--- config.mk ---
export PLATFORM = sky130hd
export DESIGN_NAME = regfile_write_buffer_flat
export DESIGN_NICKNAME = d
export VERILOG_FILES = /design/src/rtl/regfile_write_buffer_if.sv /design/src/rtl/regfile_write_buffer.sv /design/src/flat_wrapper.sv
export SDC_FILE = /design/constraint.sdc
export NUM_CORES = 1
export LEC_CHECK = 0
export ABC_AREA = 1
export BUFFER_PORTS_ARGS = -buffer_cell sky130_fd_sc_hd__buf_4
export CORE_MARGIN = 8
export CORE_UTILIZATION = 40
export CTS_CLUSTER_SIZE = 12
export DETAILED_ROUTE_END_ITERATION = 7
export GPL_TIMING_DRIVEN = 0
export PLACE_DENSITY = 0.62
export SLEW_MARGIN = 10
export SYNTH_ARGS = -nofsm -noshare
export SYNTH_HDL_FRONTEND = slang
export SYNTH_SLANG_ARGS = --single-unit
--- constraint.sdc ---
create_clock -name Clk -period 12 [get_ports Clk]
set_input_delay 3.6 -clock Clk [delete_from_list [all_inputs] [get_ports Clk]]
set_output_delay 3.6 -clock Clk [all_outputs]
set_load 0.01 [all_outputs]
--- src/rtl/regfile_write_buffer_if.sv ---
// Bus bundle between the execute/memory stages, the write buffer and the
// register file.
//   master : request producer / register-file side (drives requests, grant,
//            snoop addresses; observes write port, forwarding, occupancy)
//   slave  : the write buffer itself
interface regfile_write_buffer_if #(
  parameter int unsigned DEPTH = 4,
  parameter int unsigned PTR_W = 2
);
  logic              InValid;
  logic              InReady;
  logic [4:0]        InRegister;
  logic [31:0]       InData;
  logic              PortGrant;
  logic              RegWrite;
  logic [4:0]        WriteRegister;
  logic [31:0]       WriteData;
  logic [4:0]        ReadRegister1;
  logic [4:0]        ReadRegister2;
  logic              FwdHit1;
  logic              FwdHit2;
  logic [31:0]       FwdData1;
  logic [31:0]       FwdData2;
  logic [PTR_W:0]    Count;

  modport master (
    output InValid, InRegister, InData, PortGrant, ReadRegister1, ReadRegister2,
    input  InReady, RegWrite, WriteRegister, WriteData,
    input  FwdHit1, FwdHit2, FwdData1, FwdData2, Count
  );

  modport slave (
    input  InValid, InRegister, InData, PortGrant, ReadRegister1, ReadRegister2,
    output InReady, RegWrite, WriteRegister, WriteData,
    output FwdHit1, FwdHit2, FwdData1, FwdData2, Count
  );
endinterface

--- src/rtl/regfile_write_buffer.sv ---
// In-order write buffer in front of the register file's single write port.
// Requests are queued over a valid/ready handshake, drained one per granted
// cycle, and snooped by both read ports (youngest pending value wins).
// Writes to $0 are accepted and dropped.
// Ports:
//   Clk, Reset_n : clock, asynchronous active-low reset
//   bus (slave)  : request in (InValid/InReady/InRegister/InData),
//                  write port out (PortGrant/RegWrite/WriteRegister/WriteData),
//                  snoop (ReadRegister1/2 -> FwdHit1/2, FwdData1/2), Count
// Build option: define WBUF_COALESCE_EN to merge a request into the youngest
// queued entry when it targets the same register.
module regfile_write_buffer #(
  parameter int unsigned DEPTH = 4,
  parameter int unsigned PTR_W = 2
) (
  input  logic                  Clk,
  input  logic                  Reset_n,
  regfile_write_buffer_if.slave bus
);

  localparam int unsigned CNT_W = PTR_W + 1;
  localparam logic [CNT_W-1:0] FULL = CNT_W'(DEPTH);

  logic [4:0]       entryReg  [DEPTH];
  logic [31:0]      entryData [DEPTH];
  logic [DEPTH-1:0] entryValid;
  logic [PTR_W-1:0] rdPtr;
  logic [PTR_W-1:0] wrPtr;
  logic [PTR_W-1:0] youngPtr;
  logic [CNT_W-1:0] count;

  logic notEmpty;
  logic pop;
  logic matchYoung;
  logic inReady;
  logic accept;
  logic push;
  logic coalesce;

  // Handshake and drain decisions
  always_comb begin
    notEmpty = (count != '0);
    pop      = notEmpty && bus.PortGrant;
    youngPtr = wrPtr - PTR_W'(1);
`ifdef WBUF_COALESCE_EN
    // The youngest entry can absorb the request unless it is the head leaving now.
    matchYoung = notEmpty && entryValid[youngPtr] &&
                 (entryReg[youngPtr] == bus.InRegister) &&
                 !((count == CNT_W'(1)) && pop);
`else
    matchYoung = 1'b0;
`endif
    inReady  = (count < FULL) || pop ||
               (bus.InValid && (bus.InRegister != 5'd0) && matchYoung);
    accept   = bus.InValid && inReady;
    push     = accept && (bus.InRegister != 5'd0) && !matchYoung;
    coalesce = accept && (bus.InRegister != 5'd0) && matchYoung;
  end

  assign bus.InReady       = inReady;
  assign bus.RegWrite      = pop;
  assign bus.WriteRegister = notEmpty ? entryReg[rdPtr]  : 5'd0;
  assign bus.WriteData     = notEmpty ? entryData[rdPtr] : 32'd0;
  assign bus.Count         = count;

  // Pointers, occupancy and valid bits
  always_ff @(posedge Clk or negedge Reset_n) begin
    if (!Reset_n) begin
      rdPtr      <= '0;
      wrPtr      <= '0;
      count      <= '0;
      entryValid <= '0;
    end else begin
      if (pop) begin
        entryValid[rdPtr] <= 1'b0;
        rdPtr             <= rdPtr + PTR_W'(1);
      end
      // Placed after the pop so a full-queue push/pop on the same slot leaves it valid.
      if (push) begin
        entryValid[wrPtr] <= 1'b1;
        wrPtr             <= wrPtr + PTR_W'(1);
      end
      case ({push, pop})
        2'b10:   count <= count + CNT_W'(1);
        2'b01:   count <= count - CNT_W'(1);
        default: count <= count;
      endcase
    end
  end

  // Entry payload storage; contents are qualified by entryValid/count
  always_ff @(posedge Clk) begin
    if (push) begin
      entryReg[wrPtr]  <= bus.InRegister;
      entryData[wrPtr] <= bus.InData;
    end else if (coalesce) begin
      entryData[youngPtr] <= bus.InData;
    end
  end

  // Snoop: walk oldest to youngest so the youngest match is the one left standing
  always_comb begin
    logic [PTR_W-1:0] idx;
    idx          = '0;
    bus.FwdHit1  = 1'b0;
    bus.FwdHit2  = 1'b0;
    bus.FwdData1 = 32'd0;
    bus.FwdData2 = 32'd0;
    for (int unsigned i = 0; i < DEPTH; i++) begin
      idx = rdPtr + PTR_W'(i);
      if (entryValid[idx] && (bus.ReadRegister1 != 5'd0) &&
          (entryReg[idx] == bus.ReadRegister1)) begin
        bus.FwdHit1  = 1'b1;
        bus.FwdData1 = entryData[idx];
      end
      if (entryValid[idx] && (bus.ReadRegister2 != 5'd0) &&
          (entryReg[idx] == bus.ReadRegister2)) begin
        bus.FwdHit2  = 1'b1;
        bus.FwdData2 = entryData[idx];
      end
    end
  end

endmodule

--- src/flat_wrapper.sv ---
// flat-port wrapper written by rule: the top's interface ports become plain ports
module regfile_write_buffer_flat 
#(
  parameter int unsigned DEPTH = 4,
  parameter int unsigned PTR_W = 2
)
  (Clk, Reset_n, bus_InValid, bus_InRegister, bus_InData, bus_PortGrant, bus_ReadRegister1, bus_ReadRegister2, bus_InReady, bus_RegWrite, bus_WriteRegister, bus_WriteData, bus_FwdHit1, bus_FwdHit2, bus_FwdData1, bus_FwdData2, bus_Count);
  regfile_write_buffer_if #(.DEPTH(DEPTH), .PTR_W(PTR_W)) bus_i ();
  input  logic Clk;
  input  logic Reset_n;
  input wire logic [$bits(bus_i.InValid)-1:0] bus_InValid;
  input wire logic [$bits(bus_i.InRegister)-1:0] bus_InRegister;
  input wire logic [$bits(bus_i.InData)-1:0] bus_InData;
  input wire logic [$bits(bus_i.PortGrant)-1:0] bus_PortGrant;
  input wire logic [$bits(bus_i.ReadRegister1)-1:0] bus_ReadRegister1;
  input wire logic [$bits(bus_i.ReadRegister2)-1:0] bus_ReadRegister2;
  output wire logic [$bits(bus_i.InReady)-1:0] bus_InReady;
  output wire logic [$bits(bus_i.RegWrite)-1:0] bus_RegWrite;
  output wire logic [$bits(bus_i.WriteRegister)-1:0] bus_WriteRegister;
  output wire logic [$bits(bus_i.WriteData)-1:0] bus_WriteData;
  output wire logic [$bits(bus_i.FwdHit1)-1:0] bus_FwdHit1;
  output wire logic [$bits(bus_i.FwdHit2)-1:0] bus_FwdHit2;
  output wire logic [$bits(bus_i.FwdData1)-1:0] bus_FwdData1;
  output wire logic [$bits(bus_i.FwdData2)-1:0] bus_FwdData2;
  output wire logic [$bits(bus_i.Count)-1:0] bus_Count;
  assign bus_i.InValid = bus_InValid;
  assign bus_i.InRegister = bus_InRegister;
  assign bus_i.InData = bus_InData;
  assign bus_i.PortGrant = bus_PortGrant;
  assign bus_i.ReadRegister1 = bus_ReadRegister1;
  assign bus_i.ReadRegister2 = bus_ReadRegister2;
  assign bus_InReady = bus_i.InReady;
  assign bus_RegWrite = bus_i.RegWrite;
  assign bus_WriteRegister = bus_i.WriteRegister;
  assign bus_WriteData = bus_i.WriteData;
  assign bus_FwdHit1 = bus_i.FwdHit1;
  assign bus_FwdHit2 = bus_i.FwdHit2;
  assign bus_FwdData1 = bus_i.FwdData1;
  assign bus_FwdData2 = bus_i.FwdData2;
  assign bus_Count = bus_i.Count;
  regfile_write_buffer #(.DEPTH(DEPTH), .PTR_W(PTR_W)) u_core (.Clk(Clk), .Reset_n(Reset_n), .bus(bus_i));
endmodule
After elaboration in Yosys (flattened, before gate mapping) --
Memory sizes are Yosys's and may differ from the RTL's. Index checks and enable logic that the tools add are counted.
Storage, ports and cells: register bits after elaboration 11, memories 2, output and inout bits 108, input port bits 51, word-level logic and storage cells 95, bits in writable memories 148
Operators by class: reduce and logical (&&, ||, !) cells 27, bitwise gates (word level) 3, equality and inequality tests 10, magnitude comparators 8, add/subtract/negate cells 6, mux-type cells 35
Memories:
- u_core.entryData | words 4, bits a word 32, rd ports 4, clocked after memory_dff 0, wr ports 1, RTL line regfile_write_buffer.sv:25 | logic [31:0] entryData [DEPTH];
- u_core.entryReg | words 4, bits a word 5, rd ports 4, clocked after memory_dff 0, wr ports 1, RTL line regfile_write_buffer.sv:24 | logic [4:0] entryReg [DEPTH];
Operator list (number):
- 32-bit 2-to-1 mux | 9
- 5-bit equality test | 8
- 1-bit logical AND | 21
- 1-bit 2-to-1 mux | 16
- 2-bit by 3-bit < comparator with 1-bit output, second input constant | 5
- 5-bit nonzero test | 3
- 1-bit binary-select mux with 2-bit select | 4
- 4-bit 2-to-1 mux | 2
- 3-bit one-hot mux with 2 select lines | 1
- 5-bit 2-to-1 mux | 1
- 2-bit by 1-bit adder with 2-bit output, second input constant | 2
- 2-bit adder, second input constant | 2
- 4-bit AND | 1
- 1-bit demux with 2-bit select | 2
- 2-bit by 1-bit >= comparator with 1-bit output, second input constant | 2
- 4-bit NOT | 1
- 4-bit OR | 1
- 3-bit by 1-bit adder with 3-bit output, second input constant | 1
- 3-bit < comparator, second input constant | 1
- 3-bit nonzero test | 1
- 3-bit by 1-bit subtractor with 3-bit output, second input constant | 1
- 2-bit by 1-bit equality test with 1-bit output, second input constant | 1
- 2-bit equality test, second input constant | 1
- 2-bit nonzero test | 1
- 1-bit logical OR | 1

Logic depth before layout (Yosys ltp) --
depth after elaboration 9, depth in mapped cells 22, mapped depth without buffers 15

Least setup slack after synthesis --
Ideal clock, no wire load.
kind in2out, start in bus_ReadRegister1[1], end out bus_FwdData1[22], buffers on the path 1, required time 8.400 ns, stages on the path 10, data arrival time 4.923 ns, setup slack 3.477 ns, cell sequence inv_1 -> nand2_1 -> nor2_1 -> nor2_1 -> o21ai_0 -> nor2_1 -> nand3_1 -> clkbuf_1 -> nand3_1 -> a21oi_1
On the way: longest elaborated chain between the ends 7
Ends and longest elaborated chain:
- start: declaration | RTL line flat_wrapper.sv:15 | input wire logic [$bits(bus_i.ReadRegister1)-1:0] bus_ReadRegister1;
- 5-bit nonzero test | RTL line regfile_write_buffer.sv:111 | if (entryValid[idx] && (bus.ReadRegister1 != 5'd0) &&
- 1-bit logical AND (2 in a row) | RTL line regfile_write_buffer.sv:111
- 32-bit 2-to-1 mux (3 in a row) | RTL line regfile_write_buffer.sv:111
- 32-bit 2-to-1 mux (*) | RTL line regfile_write_buffer.sv:111
- end: declaration | RTL line flat_wrapper.sv:23 | output wire logic [$bits(bus_i.FwdData1)-1:0] bus_FwdData1;
Mark *: on every way between the ends. The rest lies on a longest branch, timed or not.

Worst setup path in the final report --
start in bus_ReadRegister1[1], end out bus_FwdData1[9]
Same word-level chain as after synthesis.

==> impl_metrics.py <==
metrics = {
    "clock_network": {
        "post_cts_buffers": 0,
        "hold_buffers": 0,
        "root_buffer": "clkbuf_16",
        "clock_sinks": 159,
        "cts_made_buffers": 17,
        "cts_tree": "done",
        "clock_path_buffers": 2,
        "postCtsResizedCells": 0,
        "clkLatencyLatePin_ps": 460,
        "clk_pin_slew_ps": 70,
        "htree_levels": 4,
    },
    "timing": {
        "final.min_clock_period_ps": 9685,
        "setup_viol": 0,
        "finalSetupTns_ps": 0,
        "rsz0062_at_grt": "false",
        "hold_viol": 0,
        "slew_violations": 0,
        "max_freq_mhz": 103.2,
        "tightest_slew_ps": 1147,
        "maxSlewHeadroom_pct": 23.53,
        "period_share_pct": 80.71,
        "skew_ps": 10.74,
    },
    "power_and_ir_drop": {
        "p_leak_uw": 0.006654,
        "pwr_density_cell_mw_per_mm2": 341.8,
        "peakVddDrop_mv": 0.1746,
        "p_total_uw": 4979,
    },
    "logic_synthesis": {
        "synthMuxAreaShare_pct": 1.811,
        "synth_compound_area_share_pct": 14.29,
        "synthXorXnorAreaFrac_pct": 0.9363,
        "synth_top_family_by_area": "simple AND/OR/NAND/NOR gates",
        "synth_fa_ha_area_share_pct": 1.091,
        "ys_ff_latch": 159,
        "synth_area_mm2": 0.01216,
        "yosys.area.top_type": "edfxtp_1",
        "synth_area_leaders": "edfxtp_1, nand2_1, nor2_1, o21ai_0, nand3_1",
        "synth_warnings": 0,
        "synthDistinctLibCells": 31,
        "synth_seq_area_share_pct": 38.81,
        "syn-num-nets": 1856,
        "syn_avg_cell_area_um2": 6.775,
        "syn-instance-count": 1795,
        "synth.top_cell.area_share_pct": 36.55,
        "yosys.area_share.simple_pct": 33.55,
    },
    "grt": {
        "grt.total_usage_pct": 30.00,
        "grt_max_degree": 22,
        "grt_first_pass_wirelength_um": 80790,
        "grt_overflow": 0,
        "antenna_found_initial": 0,
        "grt_pass1_vias": 13190,
    },
    "hold_path": {
        "hp-class": "flip-flop to flip-flop",
    },
    "placed_design": {
        "place.gp.congestion": 1.017,
        "dp.cells": 2354,
        "dpl_cell_area_mm2": 0.01399,
        "hpwlAfterDp_um": 41500,
        "port_buffers": 158,
    },
    "detailed_routing": {
        "drt-initial-drc-count": 1722,
        "via_per_inst": 5.710,
        "via_count": 13630,
        "totalWireLength_um": 54890,
        "ant_nets": 0,
        "wire_per_inst_um": 23.00,
        "firstDrtPassIters": 6,
        "drc_errors": 0,
    },
    "critical_path": {
        "path_cells": "buf_4 > inv_1 > nand2_1 > nor2_1 > nor2_1 > o21ai_0 > nor2_1 > nand3_1 > clkbuf_1 > nand3_1 > a21oi_1 > buf_4",
        "slowest_stage": "clkbuf_1",
        "crit_path_max_incr_delay_ps": 610,
        "start_kind": "input port",
        "end_kind": "primary output",
        "worst_ep_required_time_ps": 8400,
        "rrSetupSlack_ps": 8710,
        "path_class": "input port to primary output",
        "cp_data_arrival_time_ps": 6090,
        "critPathMaxFanout": 10,
        "critPathMostFrequentCell": "nor2_1",
    },
    "die": {
        "dieArea_mm2": 0.03624,
        "die_h_um": 190.4,
        "start_util_pct": 40.17,
        "fp-row-count": 64,
        "core_area_mm2": 0.03027,
        "ios": 159,
        "chipWidth_um": 190.4,
    },
    "layout": {
        "final_area_mm2": 0.01457,
        "area_growth_pct": 19.80,
        "finalNonFillerCells": 2386,
        "fin_nets": 2038,
        "diodes": 0,
        "drive_gt1_share_pct": 14.37,
    },
    "run": {
        "cap_violations": 0,
    },
    "status": {
        "status": "finished clean",
    },
}
metal layers:
metal	global-route usage, %	share of wire (%)
met5	0	0
met3	7.114	10
met1	38.47	41
met2	46.15	44
met4	16.44	5.2
kinds of logic after synthesis:
family	count (synthesis)
AOI/OAI and AO/OA	329
adders and majority gates	10
DFF	159
and+or+nand+nor	984
xor gates and xnor gates	13
muxes	22
buffers and inverters	278
layout make-up:
| cell class | count | area, um2 |
|---|---|---|
| fill | 3100 | 15700 |
| multi-input combinational | 1358 | 6315 |
| sequential | 159 | 4720 |
| timing repair buffer | 163 | 1301 |
| inverter | 160 | 600.6 |
| buffer | 118 | 555.5 |
| tap | 396 | 495.5 |
| clock buffer | 20 | 446.7 |
| clock inverter | 12 | 133.9 |
flip-flops by register name, indices dropped and copies added (netlist names):
signal / cells
u_core.rdPtr: 2
u_core.bus.Count: 3
u_core.entryData: 128
u_core.entryValid: 4
u_core.wrPtr: 2
u_core.entryReg: 20
report_power, final:
part / internal [uW] / switching [uW] / total, uW / leakage, uW
clock: 312 / 235 / 548 / 0.000281
combinational: 1090 / 2570 / 3660 / 0.00489
sequential: 719 / 49.9 / 769 / 0.00148
worst max-delay path: cells and delay by family:
kind	cells	cell delay, ps
AOI/OAI and AO/OA	2	440
buffers and inverters	4	1110
and+or+nand+nor	6	950
synthesized netlist by cell type (all sizes together):
cell and count:
nor3 2, fa 1, ha 9, o21a 33, nand3 117, inv 160, dfrtp 11, or3 1
nor2 281, o21ai 228, or2 23, a21oi 65, a31oi 1, clkbuf 49, mux2i 22, xor2 11
o311ai 1, nand4 60, nand2 500, edfxtp 148, o2111ai 1, buf 69, xnor2 2
through the flow:
| stage | hold WS [ps] | setup slack [ps] | utilization [%] |
|---|---|---|---|
| finish | 539.8 | 2315 | 48.13 |
| global route | 555.6 | 2247 | 48.13 |
| CTS | 540.0 | 2408 | 48.13 |
| detailed placement | 525.3 | 2393 | 46.21 |
| global placement | 518.6 | 2417 | 45.73 |
| floorplan | 473.5 | 3477 | - |
cells in the final DEF, fill, tap and decap left out, types with 2 or more instances in the layout:
cell type,netlist,routed
a21oi_1,65,65
buf_1,11,11
buf_12,0,3
buf_16,0,2
buf_2,48,48
buf_4,6,164
buf_6,4,4
bufinv_16,0,2
clkbuf_1,49,51
clkbuf_16,0,17
clkinv_2,0,3
clkinv_4,0,2
clkinvlp_4,0,2
dfrtp_1,11,11
edfxtp_1,148,148
ha_1,9,9
inv_1,153,153
inv_2,7,7
inv_6,0,3
mux2i_1,22,22
nand2_1,500,500
nand3_1,115,115
nand3_2,2,2
nand4_1,60,60
nor2_1,274,270
nor2_2,7,7
nor2_4,0,4
nor3_1,2,2
o21a_1,33,33
o21ai_0,205,205
o21ai_1,23,23
or2_0,8,8
or2_2,15,15
xnor2_1,2,2
xor2_1,11,11
worst paths after layout:
kind,to,start,cells past startpoint
worst max-delay path,bus_FwdData1[9],bus_ReadRegister1[1],12
worst min-delay path,u_core.entryValid[1],u_core.entryValid[1],2
worst max register to register,u_core.rdPtr[1],u_core.rdPtr[1],10
worst min register to register,u_core.entryValid[1],u_core.entryValid[1],2
max in group asynchronous,u_core.rdPtr[1],Reset_n,1
min in group asynchronous,u_core.bus.Count[0],Reset_n,1
Note: power is estimated with default switching activity, not from simulation.
